[config.mk]
export PLATFORM = sky130hd
export DESIGN_NAME = tlul_rr_arbiter
export DESIGN_NICKNAME = d
export VERILOG_FILES = /design/src/rtl/tlul_pkg.sv /design/src/rtl/tlul_arb_tag_fifo.sv /design/src/rtl/tlul_rr_arbiter.sv
export SDC_FILE = /design/constraint.sdc
export NUM_CORES = 1
export LEC_CHECK = 0
export BUFFER_PORTS_ARGS = -buffer_cell sky130_fd_sc_hd__buf_4
export CORE_AREA = 2 2 163 165
export CTS_CLUSTER_SIZE = 30
export DETAILED_ROUTE_END_ITERATION = 10
export DIE_AREA = 0 0 165 167
export PLACE_DENSITY_LB_ADDON = 0.12
export SLEW_MARGIN = 10
export SYNTH_ARGS = -nofsm -noshare
export SYNTH_HDL_FRONTEND = slang
export SYNTH_HIERARCHICAL = 1
export SYNTH_SLANG_ARGS = --single-unit
[constraint.sdc]
create_clock -name clk_i -period 7.63 [get_ports clk_i]
set_clock_uncertainty 0.05 [all_clocks]
set_input_delay 0 -clock clk_i [delete_from_list [all_inputs] [get_ports clk_i]]
set_output_delay 0 -clock clk_i [all_outputs]
set_load 0.005 [all_outputs]
[src/rtl/tlul_pkg.sv]
// Minimal TL-UL channel types shared by the host-side blocks.
package tlul_pkg;

  typedef enum logic [2:0] {
    PutFullData    = 3'h0,
    PutPartialData = 3'h1,
    Get            = 3'h4
  } tl_a_op_e;

  typedef enum logic [2:0] {
    AccessAck     = 3'h0,
    AccessAckData = 3'h1
  } tl_d_op_e;

  typedef struct packed {
    logic        a_valid;
    tl_a_op_e    a_opcode;
    logic [2:0]  a_param;
    logic [1:0]  a_size;
    logic [7:0]  a_source;
    logic [31:0] a_address;
    logic [3:0]  a_mask;
    logic [31:0] a_data;
    logic        d_ready;
  } tl_h2d_t;

  typedef struct packed {
    logic        d_valid;
    tl_d_op_e    d_opcode;
    logic [2:0]  d_param;
    logic [1:0]  d_size;
    logic [7:0]  d_source;
    logic        d_sink;
    logic [31:0] d_data;
    logic        d_error;
    logic        a_ready;
  } tl_d2h_t;

endpackage

[src/rtl/tlul_arb_tag_fifo.sv]
// In-order FIFO of granted host indices; the head names the host owning the next D beat.
module tlul_arb_tag_fifo #(
  parameter int unsigned Depth = 4,
  parameter int unsigned Width = 1,
  localparam int unsigned CntW = $clog2(Depth + 1),
  localparam int unsigned PtrW = (Depth > 1) ? $clog2(Depth) : 1
) (
  input  logic             clk_i,
  input  logic             rst_ni,
  input  logic             push,
  input  logic             pop,
  input  logic [Width-1:0] wdata,
  output logic [Width-1:0] rdata,
  output logic             empty,
  output logic             full,
  output logic [CntW-1:0]  count
);

  logic [Depth-1:0][Width-1:0] mem;
  logic [PtrW-1:0]             wptr, rptr;
  logic                        push_ok, pop_ok;

  function automatic logic [PtrW-1:0] ptr_inc(input logic [PtrW-1:0] p);
    return (p == PtrW'(Depth - 1)) ? '0 : p + PtrW'(1);
  endfunction

  assign empty   = (count == '0);
  assign full    = (count == CntW'(Depth));
  assign push_ok = push & ~full;
  assign pop_ok  = pop & ~empty;
  assign rdata   = mem[rptr];

  always_ff @(posedge clk_i) begin
    if (push_ok) mem[wptr] <= wdata;
  end

  always_ff @(posedge clk_i) begin
    if (!rst_ni) begin
      wptr  <= '0;
      rptr  <= '0;
      count <= '0;
    end else begin
      if (push_ok) wptr <= ptr_inc(wptr);
      if (pop_ok)  rptr <= ptr_inc(rptr);
      case ({push_ok, pop_ok})
        2'b10:   count <= count + CntW'(1);
        2'b01:   count <= count - CntW'(1);
        default: count <= count;
      endcase
    end
  end

endmodule

[src/rtl/tlul_rr_arbiter.sv]
// Round-robin share of one TL-UL device port among M hosts; responses are
// steered back through an in-order tag FIFO so a_source is left untouched.
module tlul_rr_arbiter
  import tlul_pkg::*;
#(
  parameter int unsigned M              = 2,
  parameter int unsigned MaxOutstanding = 4,
  localparam int unsigned IdxW = $clog2(M),
  localparam int unsigned CntW = $clog2(MaxOutstanding + 1)
) (
  input  logic              clk_i,
  input  logic              rst_ni,
  input  tl_h2d_t           tl_h_i [M],
  output tl_d2h_t           tl_h_o [M],
  output tl_h2d_t           tl_d_o,
  input  tl_d2h_t           tl_d_i,
  output logic [CntW-1:0]   outstanding_o,
  output logic              idle_o,
  output logic              err_o
);

  logic [IdxW-1:0] rr_ptr, lock_idx, grant, head;
  logic            lock, err_q;
  logic            fifo_empty, fifo_full;
  logic [CntW-1:0] count;
  logic            a_hs, d_hs;

  // Rotating priority scan starting at rr_ptr; a pending stalled request pins the grant.
  always_comb begin
    int  idx;
    logic found;
    idx   = 0;
    found = 1'b0;
    grant = rr_ptr;
    for (int k = 0; k < int'(M); k++) begin
      idx = int'(rr_ptr) + k;
      if (idx >= int'(M)) idx = idx - int'(M);
      if (!found && tl_h_i[IdxW'(idx)].a_valid) begin
        grant = IdxW'(idx);
        found = 1'b1;
      end
    end
    if (lock) grant = lock_idx;
  end

  always_comb begin
    tl_d_o         = tl_h_i[grant];
    tl_d_o.a_valid = rst_ni & tl_h_i[grant].a_valid & ~fifo_full;
    tl_d_o.d_ready = rst_ni & (fifo_empty | tl_h_i[head].d_ready);
  end

  // Only the FIFO head sees the D beat; only the granted host sees a_ready.
  always_comb begin
    for (int i = 0; i < int'(M); i++) begin
      tl_h_o[i] = '0;
      if (rst_ni && !fifo_empty && head == IdxW'(i)) tl_h_o[i] = tl_d_i;
      tl_h_o[i].a_ready = rst_ni & (grant == IdxW'(i)) & tl_d_i.a_ready & ~fifo_full;
    end
  end

  assign a_hs = tl_d_o.a_valid & tl_d_i.a_ready;
  assign d_hs = tl_d_i.d_valid & tl_d_o.d_ready;

  tlul_arb_tag_fifo #(
    .Depth (MaxOutstanding),
    .Width (IdxW)
  ) u_tag_fifo (
    .clk_i  (clk_i),
    .rst_ni (rst_ni),
    .push   (a_hs),
    .pop    (d_hs & ~fifo_empty),
    .wdata  (grant),
    .rdata  (head),
    .empty  (fifo_empty),
    .full   (fifo_full),
    .count  (count)
  );

  always_ff @(posedge clk_i) begin
    if (!rst_ni) begin
      rr_ptr   <= '0;
      lock     <= 1'b0;
      lock_idx <= '0;
      err_q    <= 1'b0;
    end else begin
      if (a_hs) begin
        rr_ptr <= (grant == IdxW'(M - 1)) ? '0 : grant + IdxW'(1);
        lock   <= 1'b0;
      end else if (tl_d_o.a_valid) begin
        lock     <= 1'b1;
        lock_idx <= grant;
      end
      if (tl_d_i.d_valid && fifo_empty) err_q <= 1'b1;
    end
  end

  assign outstanding_o = count;
  assign idle_o        = (count == '0) & ~tl_d_o.a_valid;
  assign err_o         = err_q;

endmodule

# --- After elaboration in Yosys (flattened, before gate mapping) ---
# Index checks and enable logic that the tools add are counted.
totals:
  regBits: 15
  inputBits: 226
  output_inout_bits: 195
  elab_cells: 99
op_classes:
  magnitude_cmp: 9
  n_bitwise: 27
  eq_ne: 5
  n_mux: 27
  addsub: 8
  reduce_logical: 12
ops:
  columns: ["operator", "n"]
  rows:
  - ["2-to-1 mux 86 bit", 7]
  - ["2-to-1 mux 52 bit", 2]
  - ["AND 1 bit", 15]
  - ["2-to-1 mux 1 bit", 12]
  - ["NOT 1 bit", 9]
  - ["== test 2 bit, second input constant", 3]
  - [">= comparator 1 x 2 -> 1 bit, second input constant", 3]
  - [">= comparator 2 bit, second input constant", 3]
  - ["logical AND 1 bit", 6]
  - ["< comparator 2 x 3 -> 1 bit, second input constant", 2]
  - ["case mux 3 bit (2 select lines)", 1]
  - ["adder 2 x 1 -> 2 bit, second input constant", 2]
  - ["bitwise mux 4 bit", 1]
  - ["2-to-1 mux 2 bit", 2]
  - ["NOT 1 -> 2 bit", 2]
  - ["adder 3 x 1 -> 3 bit, second input constant", 1]
  - ["== test 3 bit, second input constant", 1]
  - ["zero test 3 bit", 1]
  - ["subtractor 3 x 1 -> 3 bit, second input constant", 1]
  - ["adder 1 x 1 -> 2 bit, second input constant", 1]
  - ["binary-select mux 1 bit (select 2 bit)", 1]
  - ["demux 1 bit (select 2 bit)", 1]
  - ["== test 2 x 1 -> 1 bit, second input constant", 1]
  - [">= comparator 2 x 1 -> 1 bit, second input constant", 1]
  - ["7 further kinds", 9]

# --- Depth between registers and ports, before layout ---
depth:
  word_depth: 21
  depth_mapped: 13
  mapped_depth_nobuf: 12

# --- Modules after synthesis ---
# Netlist, hierarchy kept.
by_module_without_submodules:
  columns: ["mod", "cells_per_inst", "n_inst", "area_per_inst_um2", "seq_area_each_um2"]
  rows:
  - ["tlul_rr_arbiter", 424, 1, 2052.0, 80.1]
  - ["tlul_arb_tag_fifo", 59, 1, 596.8, 260.2]

# --- Least setup slack after synthesis ---
# OpenSTA, ideal clock, no wires.
synth_path:
  path_type: "register -> register"
  startpoint: "reg u_tag_fifo.rptr[0]"
  endpoint: "reg u_tag_fifo.count[2]"
  period_less_slack_ns: 2.868
  setup_ns: 0.076
  required_ns: 7.504
  setup_slack_ns: 4.762
  n_path_buf: 1
  arrival_ns: 2.742
  path_stages_with_launch: 13
  path_cell_list: "dfxtp_1 -> mux4_2 -> clkbuf_1 -> mux2_2 -> and3_1 -> o31ai_1 -> inv_1 -> ha_1 -> inv_1 -> fa_1 -> xor2_1 -> or3_1 -> a21boi_0"
synth_between:
  elab_chain_len: 13
  elab_cells_between_ends: 15
  cone_classes: "eq/ne (2); mux (6); bitwise (6); reduce/logical (1)"
synth_rtl:
  columns: ["element", "line_no", "text"]
  rows:
  - ["from (decl)", "tlul_arb_tag_fifo.sv:20", "logic [PtrW-1:0] wptr, rptr;"]
  - ["from (signal assigned)", "tlul_arb_tag_fifo.sv:44", "if (pop_ok) rptr <= ptr_inc(rptr);"]
  - ["binary-select mux 1 bit (select 2 bit) *", "tlul_arb_tag_fifo.sv:31", "assign rdata = mem[rptr];"]
  - ["2-to-1 mux 1 bit (implied by the code) *", "tlul_arb_tag_fifo.sv:31", null]
  - ["named net head", "tlul_rr_arbiter.sv:22", "logic [IdxW-1:0] rr_ptr, lock_idx, grant, head;"]
  - ["NOT 1 -> 2 bit (implied by the code) *", "tlul_rr_arbiter.sv:49", "tl_d_o.d_ready = rst_ni & (fifo_empty | tl_h_i[head].d_ready);"]
  - ["2-to-1 mux 1 bit (implied by the code) * (3 in a row)", "tlul_rr_arbiter.sv:49", null]
  - ["bitwise OR 1 bit *", "tlul_rr_arbiter.sv:49", null]
  - ["AND 1 bit *", "tlul_rr_arbiter.sv:49", null]
  - ["AND 1 bit *", "tlul_rr_arbiter.sv:62", "assign d_hs = tl_d_i.d_valid & tl_d_o.d_ready;"]
  - ["AND 1 bit *", "tlul_rr_arbiter.sv:71", ".pop (d_hs & ~fifo_empty),"]
  - ["AND 1 bit *", "tlul_arb_tag_fifo.sv:30", "assign pop_ok = pop & ~empty;"]
  - ["named net u_tag_fifo.pop_ok", "tlul_arb_tag_fifo.sv:21", "logic push_ok, pop_ok;"]
  - ["== test 2 x 1 -> 1 bit / == test 2 bit (equally long branches)", "tlul_arb_tag_fifo.sv:45", "case ({push_ok, pop_ok})"]
  - ["case mux 3 bit (2 select lines) / nonzero test 2 bit (equally long branches)", null, null]
  - ["to (signal assigned)", "tlul_arb_tag_fifo.sv:46", "2'b10: count <= count + CntW'(1);"]
  - ["to (signal assigned)", "tlul_arb_tag_fifo.sv:47", "2'b01: count <= count - CntW'(1);"]
  - ["to (signal assigned)", "tlul_arb_tag_fifo.sv:48", "default: count <= count;"]
  - ["to (decl)", "tlul_arb_tag_fifo.sv:16", "output logic [CntW-1:0] count"]
# Mark *: on every way through the listed nets, which the timed path passes. The rest lies on a longest branch. The select of a mux whose other input is x is not followed.
# A chain may end at the register's enable or synchronous reset.

# --- Worst setup path in the final report ---
# Same ends and word-level chain as after synthesis.

==> results.tsv <==
stage	metric	value	unit
outcome	status	completed	
routing	drt_iter0_drc	150	
synthesis	ys_seq_area_share	12.8	%
die	die_w	165	microns
hold_path	hold_path_depth	3	
sta	relSlewSlack	38.1	%
finish	fillers	2956	
clock_tree	clkSlewWorstSetupHoldPaths	50	ps
job	maxCapViolations	0	
routing	postRouteAntennaNets	0	
worst_setup_path	worst_ep_arrival_time	3490	ps
clock_tree	cts_buffers	3	
power	p_leak	3.69	nW
finish	diodes	0	
placement	dp_hpwl	15100	microns
routing	met2WireLength	10100	microns
worst_setup_path	worstSetupEndpointType	flop	
routing	wirelength	18100	microns
clock_tree	root_buffer	clkbuf_16	
routing	via_count	4435	
sta	finalSetupViolCount	0	
synthesis	synth_cell_type_count	36	
sta	worst_pin_slew	929	ps
finish	seq_area	340	sq um
routing	drt-pass1-iter-count	4	
worst_setup_path	worst-setup-path-type	flop to flop	
clock_tree	clockBufferDepth	2	
clock_tree	clock_latency	250	ps
die	core	25800	sq um
synthesis	yosys_warnings	6	
worst_setup_path	worst_path_largest_cell_delay	900	ps
placement	finalWeightedCongestion	0.772	
hold_path	hp-class	input pin to flop	
die	initial_core_util	10.3	%
finish	nNetsFinal	1108	
routing	drc	0	
clock_tree	cts_max_level	1	
die	fp.dieH	167	microns
worst_setup_path	required	7760	ps
clock_tree	numClockSinks	15	
global_route	grt_overflow	0	
worst_setup_path	critPathSlowestCell	mux4_2	
global_route	grt_pass1_vias	4386	
synthesis	netlist_area	2650	sq um
worst_setup_path	crit_path_max_fanout	54	
routing	dr_wl_met3	1880	microns
synthesis	syn_area_per_cell	5.48	sq um
worst_setup_path	start_kind	flop	
routing	wl_met1	5960	microns
clock_tree	cts_resized	0	
sta	fmax	297	MHz
global_route	grt_max_degree	84	
power	ir_drop	0.0565	mV
routing	post_drt_wl_per_cell	15.0	microns
worst_setup_path	reg2regPathDepth	11	
sta	setup_tns	0	ps
sta	finalHoldViolations	0	
global_route	grt_usage	11.8	%
synthesis	synth_top_area_cell	nand2_1	
finish	area_delta_synth_final	133	%
power	power_density	91.9	nW/um^2
worst_setup_path	path_cells	mux4_2 -> mux2_2 -> and3_1 -> o31ai_1 -> inv_1 -> ha_1 -> inv_1 -> fa_1 -> xor2_1 -> or3_1 -> a21boi_0	
finish	multi_input_area	2100	sq um
sta	rsz0062_at_grt	no	
routing	via_per_inst	3.67	
finish	drive_above_1_share	49.8	%
routing	topRoutingLayerUsed	met4	
synthesis	synth_seq_cells	15	
synthesis	synthCells	483	
worst_setup_path	crit_path_frequent_cell	inv_1	
die	die_area	27600	sq um
synthesis	syn-num-nets	716	
global_route	grt_antenna_before_repair	0	
die	rows	59	
clock_tree	cts_tree	built	
synthesis	synthTopCellsByArea	nand2_1, and2_1, and3_1, dfxtp_1, edfxtp_1	
sta	fin_crit_sh	44.1	%
sta	whs	13.4	ps
sta	timing.final.crit_period	3360	ps
placement	io_buffer_count	420	
synthesis	synth_top_area_share	37.3	%
sta	maxSlewViolCount	0	
global_route	grt_pass1_wl	24800	microns
die	top_level_ports	421	
-- routing by layer --
metal  GRT usage [%]  up-vias
met4            1.85        0
met5               0        -
li1                -     2287
met1            11.0     1879
met3            3.04        8
met2            25.0      261
-- cells by family after synthesis --
group                      share of synthesized area, %
buffers and inverters                              7.84
xor gates and xnor gates                          0.661
and+or+nand+nor                                    68.1
muxes                                              4.11
DFF                                                12.8
AOI/OAI and AO/OA                                  2.88
adders and majority gates                          3.59
-- worst paths after layout --
| kind | end | slack, ps | startpoint |
|---|---|---|---|
| setup / recovery | u_tag_fifo/count[2]$_SDFFE_PN0P_ | 4270 | u_tag_fifo/rptr[0]$_SDFFE_PN0P_ |
| hold / removal | err_o$_SDFFE_PN0P_ | 10 | tl_d_i[51] |
| setup reg to reg | u_tag_fifo/count[2]$_SDFFE_PN0P_ | 4270 | u_tag_fifo/rptr[0]$_SDFFE_PN0P_ |
| hold reg to reg | u_tag_fifo/wptr[1]$_SDFFE_PN0P_ | 450 | u_tag_fifo/wptr[1]$_SDFFE_PN0P_ |
-- per-stage QoR --
stage | cell area [sq um] | instances | power (mW) | setup WS [ps] | util (%)
detailed placement | 6080 | 1204 | 0.474 | 4210 | 23.6
global placement | 6080 | 1204 | 0.479 | 4240 | 23.6
finish | 6170 | 1209 | 0.567 | 4270 | 24.0
CTS | 6170 | 1209 | 0.582 | 4220 | 24.0
floorplan | 2650 | 483 | 0.229 | 4760 | -
global route | 6170 | 1209 | 0.616 | 3990 | 24.0
-- final cells by class --
class | count | area share (%)
Timing Repair Buffer | 425 | 51.7
Clock inverter | 1 | 0.0811
Multi-Input combinational cell | 421 | 34.1
Clock buffer | 3 | 1.22
Sequential cell | 15 | 5.51
Tap cell | 335 | 6.79
Inverter | 9 | 0.588
-- cell usage after synthesis --
| library cell | instances |
|---|---|
| a21oi_1 | 1 |
| o21a_1 | 1 |
| and2_1 | 57 |
| nor2b_1 | 3 |
| nor3_1 | 1 |
| buf_4 | 4 |
| nor3b_2 | 1 |
| xor2_1 | 1 |
| ha_1 | 6 |
| o21ai_0 | 5 |
| or3_1 | 1 |
| nor4_1 | 1 |
| and3b_1 | 1 |
| xnor2_1 | 1 |
| mux2i_4 | 2 |
| nand3b_1 | 4 |
| buf_2 | 11 |
| nor2_1 | 5 |
| o211ai_1 | 1 |
| nor4bb_1 | 1 |
| and2b_1 | 1 |
| o311ai_0 | 1 |
| clkbuf_1 | 23 |
| a21boi_0 | 2 |
| inv_4 | 1 |
| o31ai_1 | 1 |
| dfxtp_1 | 11 |
| mux2_2 | 1 |
| mux4_2 | 1 |
| nand2_1 | 263 |
| fa_1 | 1 |
| nand3_1 | 2 |
| inv_1 | 8 |
| mux2i_1 | 3 |
| and3_1 | 52 |
| edfxtp_1 | 4 |
-- power by group --
part           switching (mW)  internal, mW
clock                  0.0332        0.0700
sequential            0.00411        0.0860
combinational           0.168         0.206
total                   0.205         0.362
-- cell usage in the layout, fill, tap and decap left out, types with 2 or more instances in the layout --
master / instances
a21boi_0: 2
and2_1: 57
and3_1: 52
buf_4: 424
clkbuf_16: 3
dfxtp_1: 11
edfxtp_1: 4
ha_1: 6
inv_1: 8
mux2i_1: 3
mux2i_4: 2
nand2_1: 263
nand3_1: 2
nand3b_1: 4
nor2_1: 5
nor2b_1: 2
o21ai_0: 5
-- sequential cells by signal, summed over array words and instances (netlist names) --
| register | flops |
|---|---|
| u_tag_fifo/wptr | 2 |
| rr_ptr | 1 |
| lock | 1 |
| u_tag_fifo/rptr | 2 |
| u_tag_fifo/mem | 4 |
| err_o | 1 |
| u_tag_fifo/count | 3 |
| lock_idx | 1 |
-- critical path, delay by kind of cell, from the launching register on --
kind                       cells  cell delay [ps]
AOI/OAI and AO/OA              2              280
DFF                            1              390
xor gates and xnor gates       1              150
muxes                          2             1260
buffers and inverters          2              150
adders and majority gates      2              540
and+or+nand+nor                2              450
-- repair_timing --
action / CTS / global route
endpoints found under the hold margin: 1 / 0
hold buffers: 1 / 0
setup buffers: 0 / 0
(Power assumes the default switching activity.)
